### config.mk
export PLATFORM = sky130hd
export DESIGN_NAME = pong_ball_engine
export DESIGN_NICKNAME = d
export VERILOG_FILES = /design/src/rtl/pong_ball_engine.sv
export SDC_FILE = /design/constraint.sdc
export NUM_CORES = 1
export LEC_CHECK = 0
export CAP_MARGIN = 20
export CELL_PAD_IN_SITES_DETAIL_PLACEMENT = 2
export CELL_PAD_IN_SITES_GLOBAL_PLACEMENT = 2
export CORE_UTILIZATION = 34
export CTS_CLUSTER_DIAMETER = 30
export CTS_CLUSTER_SIZE = 28
export DETAILED_ROUTE_END_ITERATION = 8
export PLACE_DENSITY = 0.85
export SYNTH_ARGS = -nofsm -noshare
export SYNTH_HDL_FRONTEND = slang
export SYNTH_SLANG_ARGS = --single-unit
### constraint.sdc
create_clock -name clk_i -period 4.3 [get_ports clk_i]
set_input_delay 1.075 -clock clk_i [delete_from_list [all_inputs] [get_ports clk_i]]
set_output_delay 1.075 -clock clk_i [all_outputs]
set_load 0.01 [all_outputs]
### src/rtl/pong_ball_engine.sv
// Ball kinematics and rally sequencer: serve wait, play, point scoring and game over.
// Optional macro BALL_SPEEDUP_EN: paddle hits speed up |vx| and steer vy from the hit offset.
module pong_ball_engine #(
    parameter int unsigned COORD_W     = 10,
    parameter int unsigned SCREEN_W    = 640,
    parameter int unsigned SCREEN_H    = 480,
    parameter int unsigned BALL_RADIUS = 4,
    parameter int unsigned PADDLE_HALF = 8,
    parameter int unsigned P1_X        = 50,
    parameter int unsigned P2_X        = 590,
    parameter int unsigned VEL_W       = 4,
    parameter int unsigned VEL_INIT    = 2,
    parameter int unsigned VEL_MAX     = 7,
    parameter int unsigned SCORE_W     = 4,
    parameter int unsigned WIN_SCORE   = 11,
    parameter int unsigned SERVE_DELAY = 60
) (
    input  logic               clk_i,
    input  logic               rst_ni,
    input  logic               frame_tick_i,
    input  logic               serve_i,
    input  logic [COORD_W-1:0] paddle1_y_i,
    input  logic [COORD_W-1:0] paddle2_y_i,
    output logic [COORD_W-1:0] ball_x_o,
    output logic [COORD_W-1:0] ball_y_o,
    output logic [SCORE_W-1:0] score1_o,
    output logic [SCORE_W-1:0] score2_o,
    output logic               point_p1_o,
    output logic               point_p2_o,
    output logic               in_play_o,
    output logic               game_over_o
);
    localparam int unsigned EW    = COORD_W + 2;
    localparam int unsigned CNT_W = $clog2(SERVE_DELAY + 1);

    localparam logic [COORD_W-1:0] CX    = COORD_W'(SCREEN_W / 2);
    localparam logic [COORD_W-1:0] CY    = COORD_W'(SCREEN_H / 2);
    localparam logic [COORD_W-1:0] Y_TOP = COORD_W'(BALL_RADIUS);
    localparam logic [COORD_W-1:0] Y_BOT = COORD_W'(SCREEN_H - 1 - BALL_RADIUS);
    localparam logic [COORD_W-1:0] X_P1  = COORD_W'(P1_X + BALL_RADIUS);
    localparam logic [COORD_W-1:0] X_P2  = COORD_W'(P2_X - BALL_RADIUS);

    // Edge tests are rewritten on the ball centre: e.g. ny-R < 0 becomes ny < R.
    localparam logic signed [EW-1:0] S_Y_TOP = EW'(BALL_RADIUS);
    localparam logic signed [EW-1:0] S_Y_BOT = EW'(SCREEN_H - 1 - BALL_RADIUS);
    localparam logic signed [EW-1:0] S_X_P1  = EW'(P1_X + BALL_RADIUS);
    localparam logic signed [EW-1:0] S_X_P2  = EW'(P2_X - BALL_RADIUS);
    localparam logic signed [EW-1:0] S_X_L   = EW'(BALL_RADIUS);
    localparam logic signed [EW-1:0] S_X_R   = EW'(SCREEN_W - 1 - BALL_RADIUS);
    localparam logic signed [EW-1:0] S_REACH = EW'(PADDLE_HALF + BALL_RADIUS);

    localparam logic signed [VEL_W-1:0] V_INIT = VEL_W'(VEL_INIT);
    localparam logic signed [VEL_W-1:0] V_ONE  = VEL_W'(1);
    localparam logic [SCORE_W-1:0]      WINS   = SCORE_W'(WIN_SCORE);

    typedef enum logic [2:0] {StIdle, StServeWait, StPlay, StPoint, StGameOver} state_e;

    state_e                    state_q, state_d;
    logic [COORD_W-1:0]        x_q, x_d, y_q, y_d;
    logic signed [VEL_W-1:0]   vx_q, vx_d, vy_q, vy_d;
    logic [SCORE_W-1:0]        s1_q, s1_d, s2_q, s2_d;
    logic [CNT_W-1:0]          cnt_q, cnt_d;
    logic                      dir_q, dir_d;       // 1: next restart serves toward P1
    logic                      scorer_q, scorer_d; // 1: player 1 took the point

    logic signed [EW-1:0]      xs, ys, nx, ny, d1, d2, ad1, ad2;
    logic                      hit1, hit2, miss1, miss2;
    logic [COORD_W-1:0]        x_play, y_play;
    logic signed [VEL_W-1:0]   vx_hit, vy_pad, vy_play;
    logic [SCORE_W-1:0]        s1_inc, s2_inc, s_new;

    always_comb begin
        xs  = signed'({2'b00, x_q});
        ys  = signed'({2'b00, y_q});
        nx  = xs + {{(EW-VEL_W){vx_q[VEL_W-1]}}, vx_q};
        ny  = ys + {{(EW-VEL_W){vy_q[VEL_W-1]}}, vy_q};
        d1  = ys - signed'({2'b00, paddle1_y_i});
        d2  = ys - signed'({2'b00, paddle2_y_i});
        ad1 = d1[EW-1] ? -d1 : d1;
        ad2 = d2[EW-1] ? -d2 : d2;

        hit1  = vx_q[VEL_W-1] && (xs >= S_X_P1) && (nx <= S_X_P1) && (ad1 <= S_REACH);
        hit2  = !vx_q[VEL_W-1] && (vx_q != '0) && (xs <= S_X_P2) && (nx >= S_X_P2)
                && (ad2 <= S_REACH);
        miss2 = !hit1 && !hit2 && (nx <= S_X_L);
        miss1 = !hit1 && !hit2 && !miss2 && (nx >= S_X_R);

`ifdef BALL_SPEEDUP_EN
        begin
            logic signed [VEL_W-1:0] vabs, vfast;
            logic signed [EW-1:0]    doff;
            vabs   = vx_q[VEL_W-1] ? -vx_q : vx_q;
            vfast  = (vabs >= VEL_W'(VEL_MAX)) ? VEL_W'(VEL_MAX) : vabs + V_ONE;
            vx_hit = hit1 ? vfast : -vfast;
            doff   = hit1 ? d1 : d2;
            if (doff[EW-1])     vy_pad = -V_ONE;
            else if (doff != 0) vy_pad = V_ONE;
            else                vy_pad = vy_q;
        end
`else
        vx_hit = -vx_q;
        vy_pad = vy_q;
`endif

        x_play = hit1 ? X_P1 : (hit2 ? X_P2 : nx[COORD_W-1:0]);
        // A wall bounce overrides any paddle steering of vy in the same frame.
        if (ny < S_Y_TOP) begin
            y_play  = Y_TOP;
            vy_play = -vy_q;
        end else if (ny > S_Y_BOT) begin
            y_play  = Y_BOT;
            vy_play = -vy_q;
        end else begin
            y_play  = ny[COORD_W-1:0];
            vy_play = (hit1 || hit2) ? vy_pad : vy_q;
        end

        s1_inc = (s1_q >= WINS) ? s1_q : s1_q + SCORE_W'(1);
        s2_inc = (s2_q >= WINS) ? s2_q : s2_q + SCORE_W'(1);
        s_new  = scorer_q ? s1_inc : s2_inc;
    end

    always_comb begin
        state_d  = state_q;
        x_d      = x_q;
        y_d      = y_q;
        vx_d     = vx_q;
        vy_d     = vy_q;
        s1_d     = s1_q;
        s2_d     = s2_q;
        cnt_d    = cnt_q;
        dir_d    = dir_q;
        scorer_d = scorer_q;
        unique case (state_q)
            StIdle: begin
                if (serve_i) begin
                    state_d = StServeWait;
                    cnt_d   = '0;
                end
            end
            StServeWait: begin
                if (frame_tick_i) begin
                    if (cnt_q == CNT_W'(SERVE_DELAY - 1)) begin
                        state_d = StPlay;
                        cnt_d   = '0;
                    end else begin
                        cnt_d = cnt_q + CNT_W'(1);
                    end
                end
            end
            StPlay: begin
                if (frame_tick_i) begin
                    if (miss1 || miss2) begin
                        state_d  = StPoint;
                        scorer_d = miss1;
                    end else begin
                        x_d  = x_play;
                        y_d  = y_play;
                        vx_d = (hit1 || hit2) ? vx_hit : vx_q;
                        vy_d = vy_play;
                    end
                end
            end
            StPoint: begin
                if (scorer_q) s1_d = s1_inc;
                else          s2_d = s2_inc;
                dir_d = ~scorer_q;
                if (s_new == WINS) begin
                    state_d = StGameOver;
                end else begin
                    state_d = StServeWait;
                    cnt_d   = '0;
                    x_d     = CX;
                    y_d     = CY;
                    vx_d    = scorer_q ? V_INIT : -V_INIT;
                    vy_d    = V_ONE;
                end
            end
            StGameOver: begin
                if (serve_i) begin
                    state_d = StServeWait;
                    cnt_d   = '0;
                    s1_d    = '0;
                    s2_d    = '0;
                    x_d     = CX;
                    y_d     = CY;
                    vx_d    = dir_q ? -V_INIT : V_INIT;
                    vy_d    = V_ONE;
                end
            end
            default: state_d = StIdle;
        endcase
    end

    always_ff @(posedge clk_i or negedge rst_ni) begin
        if (!rst_ni) begin
            state_q  <= StIdle;
            x_q      <= CX;
            y_q      <= CY;
            vx_q     <= V_INIT;
            vy_q     <= V_ONE;
            s1_q     <= '0;
            s2_q     <= '0;
            cnt_q    <= '0;
            dir_q    <= 1'b0;
            scorer_q <= 1'b0;
        end else begin
            state_q  <= state_d;
            x_q      <= x_d;
            y_q      <= y_d;
            vx_q     <= vx_d;
            vy_q     <= vy_d;
            s1_q     <= s1_d;
            s2_q     <= s2_d;
            cnt_q    <= cnt_d;
            dir_q    <= dir_d;
            scorer_q <= scorer_d;
        end
    end

    assign ball_x_o    = x_q;
    assign ball_y_o    = y_q;
    assign score1_o    = s1_q;
    assign score2_o    = s2_q;
    assign point_p1_o  = (state_q == StPoint) && scorer_q;
    assign point_p2_o  = (state_q == StPoint) && !scorer_q;
    assign in_play_o   = (state_q == StPlay);
    assign game_over_o = (state_q == StGameOver);

endmodule

# --- Word-level counts from Yosys, hierarchy flattened ---
# Index checks and enable logic that the tools add are counted.
word_totals:
  elab_cells: 137
  output_inout_bits: 32
  inputBits: 24
  ff_bits: 47
op_classes:
  magnitude_cmp: 12
  reduce_logical: 34
  mux: 51
  add_sub_neg: 11
  n_eq_ne: 18
  n_bitwise: 1
ops:
  columns: ["cell", "count"]
  rows:
  - ["10-bit 2-to-1 mux", 12]
  - ["4-bit 2-to-1 mux", 19]
  - ["10-bit one-hot mux with 3 select lines", 2]
  - ["11-bit by 4-bit adder with 12-bit output", 2]
  - ["12-bit by 11-bit >= comparator with 1-bit output (second input constant)", 2]
  - ["12-bit by 5-bit <= comparator with 1-bit output (second input constant)", 2]
  - ["12-bit 2-to-1 mux", 2]
  - ["6-bit 2-to-1 mux", 4]
  - ["11-bit negation with 12-bit output", 2]
  - ["4-bit one-hot mux with 3 select lines", 2]
  - ["10-bit by 10-bit subtractor with 11-bit output", 2]
  - ["3-bit 2-to-1 mux", 6]
  - ["6-bit one-hot mux with 3 select lines", 1]
  - ["2-bit inequality test (second input constant)", 8]
  - ["4-bit one-hot mux with 2 select lines", 2]
  - ["1-bit logical AND", 13]
  - ["12-bit by 10-bit greater-than comparator with 1-bit output (second input constant)", 1]
  - ["12-bit by 4-bit <= comparator with 1-bit output (second input constant)", 1]
  - ["12-bit by 7-bit <= comparator with 1-bit output (second input constant)", 1]
  - ["12-bit by 4-bit less-than comparator with 1-bit output (second input constant)", 1]
  - ["3-bit one-hot mux with 4 select lines", 1]
  - ["6-bit AND reduction", 2]
  - ["10-bit by 6-bit >= comparator with 1-bit output (second input constant)", 1]
  - ["10-bit <= comparator (second input constant)", 1]
  - ["22 further kinds", 37]

# --- Depth between registers and ports, before layout ---
depth:
  depth_word: 15
  depth_mapped: 17
  mapped_depth_nobuf: 15

# --- Worst setup path before layout ---
# Ideal clock, no wire load.
synth_timing:
  path_kind: "input port to flip-flop"
  start: "in paddle2_y_i[0]"
  end: "reg x_q[7] (netlist: ball_x_o[7])"
  t_arrival_ps: 3845
  path_slack_ps: 351
  cell_stages: 14
  n_path_buf: 2
  path_cell_list: "ha_1 > inv_1 > fa_1 > and2_1 > o21ai_1 > and3_1 > o22ai_1 > a2111oi_0 > a2bb2oi_1 > nor4_4 > o41ai_4 > buf_6 > buf_6 > o41ai_2"
synth_between:
  elab_chain_len: 14
synth_rtl:
  columns: ["element", "line_no", "rtl"]
  rows:
  - ["start: declaration", "23", "input logic [COORD_W-1:0] paddle2_y_i,"]
  - ["10-bit by 10-bit subtractor with 11-bit output *", "78", "d2 = ys - signed'({2'b00, paddle2_y_i});"]
  - ["11-bit negation with 12-bit output", "80", "ad2 = d2[EW-1] ? -d2 : d2;"]
  - ["12-bit 2-to-1 mux *", "80", null]
  - ["12-bit by 5-bit <= comparator with 1-bit output *", "84", "&& (ad2 <= S_REACH);"]
  - ["1-bit logical AND *", "84", null]
  - ["1-bit zero test", "85, 86", null]
  - ["1-bit logical AND", "85, 86", null]
  - ["1-bit logical AND", "85", "miss2 = !hit1 && !hit2 && (nx <= S_X_L);"]
  - ["1-bit zero test", "86", "miss1 = !hit1 && !hit2 && !miss2 && (nx >= S_X_R);"]
  - ["1-bit logical AND (2 in series)", "86", null]
  - ["1-bit logical OR", "153", "if (miss1 || miss2) begin"]
  - ["2-bit inequality test (no source line)", null, null]
  - ["5-bit AND reduction (no source line)", null, null]
  - ["end signal: assignment", "198", "x_q <= CX;"]
  - ["end signal: assignment", "209", "x_q <= x_d;"]
  - ["end: declaration", "59", "logic [COORD_W-1:0] x_q, x_d, y_q, y_d;"]
# Mark *: on every way between the ends. The rest lies on a longest branch, timed or not. The select of a mux whose other input is x is not followed.
# A chain may end at the register's enable or synchronous reset.

# --- Worst setup path in the final report ---
layout_timing:
  start: "in paddle1_y_i[0]"
  end: "reg vy_q[2] (netlist: vy_pad[2])"
layout_between:
  elab_chain_len: 14
layout_rtl:
  columns: ["element", "line_no", "rtl"]
  rows:
  - ["start: declaration", "22", "input logic [COORD_W-1:0] paddle1_y_i,"]
  - ["10-bit by 10-bit subtractor with 11-bit output *", "77", "d1 = ys - signed'({2'b00, paddle1_y_i});"]
  - ["11-bit negation with 12-bit output", "79", "ad1 = d1[EW-1] ? -d1 : d1;"]
  - ["12-bit 2-to-1 mux *", "79", null]
  - ["12-bit by 5-bit <= comparator with 1-bit output *", "82", "hit1 = vx_q[VEL_W-1] && (xs >= S_X_P1) && (nx <= S_X_P1) && (ad1 <= S_REACH);"]
  - ["1-bit logical AND *", "82", null]
  - ["1-bit zero test *", "85, 86", null]
  - ["1-bit logical AND *", "85, 86", null]
  - ["1-bit logical AND", "85", null]
  - ["1-bit zero test", "86", null]
  - ["1-bit logical AND (2 in series)", "86", null]
  - ["1-bit logical OR *", "153", null]
  - ["2-bit inequality test (no source line) *", null, null]
  - ["6-bit AND reduction (no source line) *", null, null]
  - ["end signal: assignment", "212", "vy_q <= vy_d;"]
  - ["end: declaration", "60", "logic signed [VEL_W-1:0] vx_q, vx_d, vy_q, vy_d;"]
# Mark *: on every way between the ends. The rest lies on a longest branch, timed or not.

==> results by stage <==
Pwr:
- The areal power density over the cells is 174 nW/um^2.
- Across the VDD grid, the largest voltage drop is ~0.12 mV.
- The leakage power is approximately 0.0032 uW.
- The design draws about 1200 uW.

Setup path:
- The most numerous cell type found on the critical path is sky130_fd_sc_hd__buf_4.
- The cell with the largest stage delay on the worst path is sky130_fd_sc_hd__nor4_4.
- The kind of cell with the highest combined delay along the critical path is simple AND/OR/NAND/NOR gates.
- The signal on the critical path passes through buf_4 > ha_4 > inv_2 > fa_2 > a21o_1 > a21oi_1 > xor2_1 > and3_1 > buf_4 > nor4_4 > a21oi_2 > o21ai_2 > and3_4 > o41ai_4 > buf_4 > clkbuf_4 > or3_4 > a21oi_2.
- The buffer and inverter count on the worst path is 5.
- The data required time of the worst path is between 4 and 5 ns.
- The maximum fanout count along the critical path is 5.
- STA classifies the critical path endpoint as a flop.
- The class of the most critical setup path is primary input to flop.
- The maximum cell stage delay along the critical path is 0.47 ns.
- STA classifies the critical path startpoint as a primary input.
- For the worst setup path, the data arrival time is 4.76 ns.

Synthesis:
- By area the synthesized netlist is led by sky130_fd_sc_hd__dfrtp_1 (19%), sky130_fd_sc_hd__ha_1 (12%), sky130_fd_sc_hd__o21ai_0 (4.9%).
- Of the synthesized area, sequential elements account for 23.5%.
- The share of the synthesized area in the top cell type is 19.2%.
- A synthesized cell averages 8.01 um^2.
- The Yosys step of the flow raised 0 warnings.
- In this run the cell area of the synthesized design comes to 4830 um^2.
- The number of enable-type register cells in the synthesized netlist is 0.
- After synthesis, the share of flip-flops with an asynchronous set or reset is 100%.
- The number of different library cells used by synthesis comes to 77.
- In the synthesized netlist the dominant register cell turns out to be sky130_fd_sc_hd__dfrtp_1.
- The largest area contributor in the netlist is sky130_fd_sc_hd__dfrtp_1.
- The number of nets in the synthesized netlist is 677.
- The synthesized design contains 45 register bits.
- The number of instances in the synthesized netlist is about 600.

Layout:
- The layout-stage area growth over the synthesis result is 45.8%.
- The library cells used most frequently in the layout, excluding fill and tap cells, are sky130_fd_sc_hd__buf_4 (82), sky130_fd_sc_hd__nand2_1 (60), sky130_fd_sc_hd__nor2_1 (46).
- The fraction of final layout cells sized beyond drive strength 1 is 29.0%.
- The count of non-filler cells in the finished layout is 926.
- The final non-filler cell area is roughly 7000 um^2.
- Leaving out fill and tap cells, the most frequent cell in the layout is sky130_fd_sc_hd__buf_4.
- The final layout contains 818 nets.

STA:
- The final-layout worst hold slack is 0.562 ns.
- After routing, the total negative slack on setup checks comes to -3.42 ns.
- The final number of setup-violating endpoints is 24.
- The number of hold violations in the final report is 0.
- Of the available clock period, the critical path in the final layout requires 106%.
- The clock arrives with roughly 0.019 ns of skew.
- The worst max-slew margin expressed relative to the limit is 25.6%.
- The top achievable clock speed is 0.220 GHz.
- The worst path setup slack after routing is -0.254 ns.
- The time the final worst path needs with I/O delays and setup is 4.55 ns.
- The number of slew-limit violations in the final report was 0.
- For the pin with the worst max-slew slack, the measured transition is 1.11 ns.

Drt:
- The number of DRC violations after detailed-routing iteration 0 is between 300 and 400.
- The count of unresolved DRC violations after routing is 0.
- The wire length per cell after detailed routing is around 33 um.
- The routed layout has 5974 vias.
- After detailed routing, the number of vias per cell comes to 6.45.
- The first-pass detailed-route iteration total is 5.
- The count of nets left with antenna violations once routing finished came out at 0.
- After detailed routing, the total wire length is around 30 mm.

Die:
- The total die area is about 15000 um^2.
- After floorplanning, the core was divided into 43 placement rows.
- In this run the horizontal extent of the chip is between 100 and 150 um.
- The number of ports placed on the die boundary is between 50 and 60.
- The effective utilization at floorplan is 34.8%.
- The height of the chip is 121 um.
- The core footprint is 13900 um^2.

Global routing:
- The number of global-route vias before repair is 6600.
- The met3 usage in global routing is 5.03%.
- For this run the aggregate overflow at the end of global routing stands at 0.
- The global-route met2 utilization is around 66%.
- The global-route wire length before repair is 38.2 mm.
- The number of antenna violations at the first check in global routing was 1.
- Global routing used 34.4% of the available tracks.
- Global routing consumed, on the met1 layer, 35.7% of the routing resources.
- Entering global routing, the biggest net connects 46 pins.
- The global-route layer with the greatest usage is met2.

Clock tree:
- The sink count of the clock tree is 45.
- The CTS tree is built.
- The clock reaches the later pin of the worst-skew pair after ~0.30 ns.
- Clock tree synthesis selected as its root buffer the cell sky130_fd_sc_hd__clkbuf_16.
- The level count of the clock H-tree is 2.
- The TritonCTS buffer count is 5.
- The clock slew at the register clock pins of the worst setup and hold paths is 0.06 ns.
- The hold-fix buffer count after cts is 0.
- The number of buffers between clock root and the deepest sink is 2.

Place:
- The congestion estimate from routability-driven global placement came to 0.834.
- After legalization and detailed placement, the total HPWL measured 14.4 mm.
- The count of buffers inserted at the top-level ports is 54.
- In this run the cell area measured after placement is 5900 um^2.
- The number of cells after detailed placement is 875.

Hold path:
- In this run the worst hold path is classified as flop to flop.

Run status:
- The checks that failed: negative setup slack.
- The run finished, with violations left.

Flow run:
- The max-cap check violation count is 0.
==> timing repair <==
item	4_1_cts	5_1_grt
buffers inserted	28	12
pin swaps	42	45
gates cloned	2	0
resized for setup	75	76
setup endpoints to repair	26	26
==> through the flow <==
| step | util [%] | setup slack, ns |
|---|---|---|
| final | 50.7 | -0.254 |
| after global routing | 50.7 | -0.510 |
| after CTS | 47.6 | 0.0257 |
| after detailed placement | 42.5 | -0.692 |
| after global placement | 42.5 | -0.405 |
| after floorplan | - | 0.351 |
==> Yosys cell counts (8+ instances only) <==
| cell type | count |
|---|---|
| sky130_fd_sc_hd__nor2b_1 | 17 |
| sky130_fd_sc_hd__o21a_1 | 9 |
| sky130_fd_sc_hd__o31ai_1 | 11 |
| sky130_fd_sc_hd__nand2_1 | 61 |
| sky130_fd_sc_hd__a21o_1 | 15 |
| sky130_fd_sc_hd__o21ai_0 | 47 |
| sky130_fd_sc_hd__dfrtp_1 | 37 |
| sky130_fd_sc_hd__nor3_1 | 13 |
| sky130_fd_sc_hd__inv_1 | 40 |
| sky130_fd_sc_hd__nor2_1 | 47 |
| sky130_fd_sc_hd__o211ai_1 | 11 |
| sky130_fd_sc_hd__a21oi_1 | 46 |
| sky130_fd_sc_hd__dfstp_2 | 8 |
| sky130_fd_sc_hd__nand3_1 | 13 |
| sky130_fd_sc_hd__a211oi_1 | 10 |
| sky130_fd_sc_hd__xnor2_1 | 16 |
| sky130_fd_sc_hd__ha_1 | 46 |
| sky130_fd_sc_hd__xor2_1 | 16 |
==> layer usage <==
| metal | vias up | part of all wire (%) |
|---|---|---|
| li1 | 2517 | - |
| met2 | 284 | 51 |
| met5 | - | 0 |
| met4 | 0 | 8.0 |
| met1 | 3020 | 36 |
| met3 | 153 | 5.5 |
==> state kept, by name, summed over array words and instances (netlist names) <==
| register | cells |
|---|---|
| ball_x_o | 9 |
| ball_y_o | 10 |
| cnt_q | 6 |
| dir_q | 1 |
| score1_o | 4 |
| score2_o | 4 |
| scorer_q | 1 |
| state_q | 3 |
| vx_q | 3 |
| vy_pad | 4 |
==> logic make-up (layout without fill, tap and decap cells) <==
logic type               count (synthesis)  after routing  synth area share [%]
AO/OA/AOI/OAI                          213            213                  29.9
AND/OR/NAND/NOR                        200            200                  20.6
buffers and inverters                   54            196                  4.84
adder cells (fa/ha/maj)                 50             50                  13.6
flip-flops                              45             45                  23.5
XOR/XNOR                                32             32                  5.80
multiplexers                             8              8                  1.71
other                                    1              2                0.0776
==> final cells by class <==
class | instances | area [um^2]
sequential | 45 | 1140
multi-input combinational | 504 | 4060
fill | 1461 | 6840
clock buffer | 7 | 143
clock inverter | 1 | 30.0
antenna | 1 | 2.50
tap | 180 | 225
inverter | 41 | 154
timing repair buffer | 147 | 1290
==> worst register-to-register path: cells and delay by family, from the launching register on <==
family | cells | cell delay, ns
AOI/OAI and AO/OA | 7 | 1.91
adders and majority gates | 2 | 0.71
DFF | 1 | 0.46
and+or+nand+nor | 3 | 0.75
buffers and inverters | 3 | 0.50
==> report_power, final <==
part	leakage [uW]	total [uW]	switching [uW]	internal (uW)
Combinational	0.00256	278	162	116
Clock	0.0000841	475	184	291
Sequential	0.000543	472	28.8	444
==> path summary, 6_finish.rpt <==
path	end	startpoint	depth (start not counted)	slack, ns
setup / recovery	vy_pad[2]	paddle1_y_i[0]	18	-0.25
hold / removal	dir_q	dir_q	1	0.56
setup reg to reg	ball_y_o[8]	ball_x_o[1]	15	-0.12
hold reg to reg	dir_q	dir_q	1	0.56
max in group asynchronous	ball_x_o[8]	rst_ni	2	3.15
min in group asynchronous	ball_y_o[2]	rst_ni	1	0.59
(Power assumes the default switching activity.)
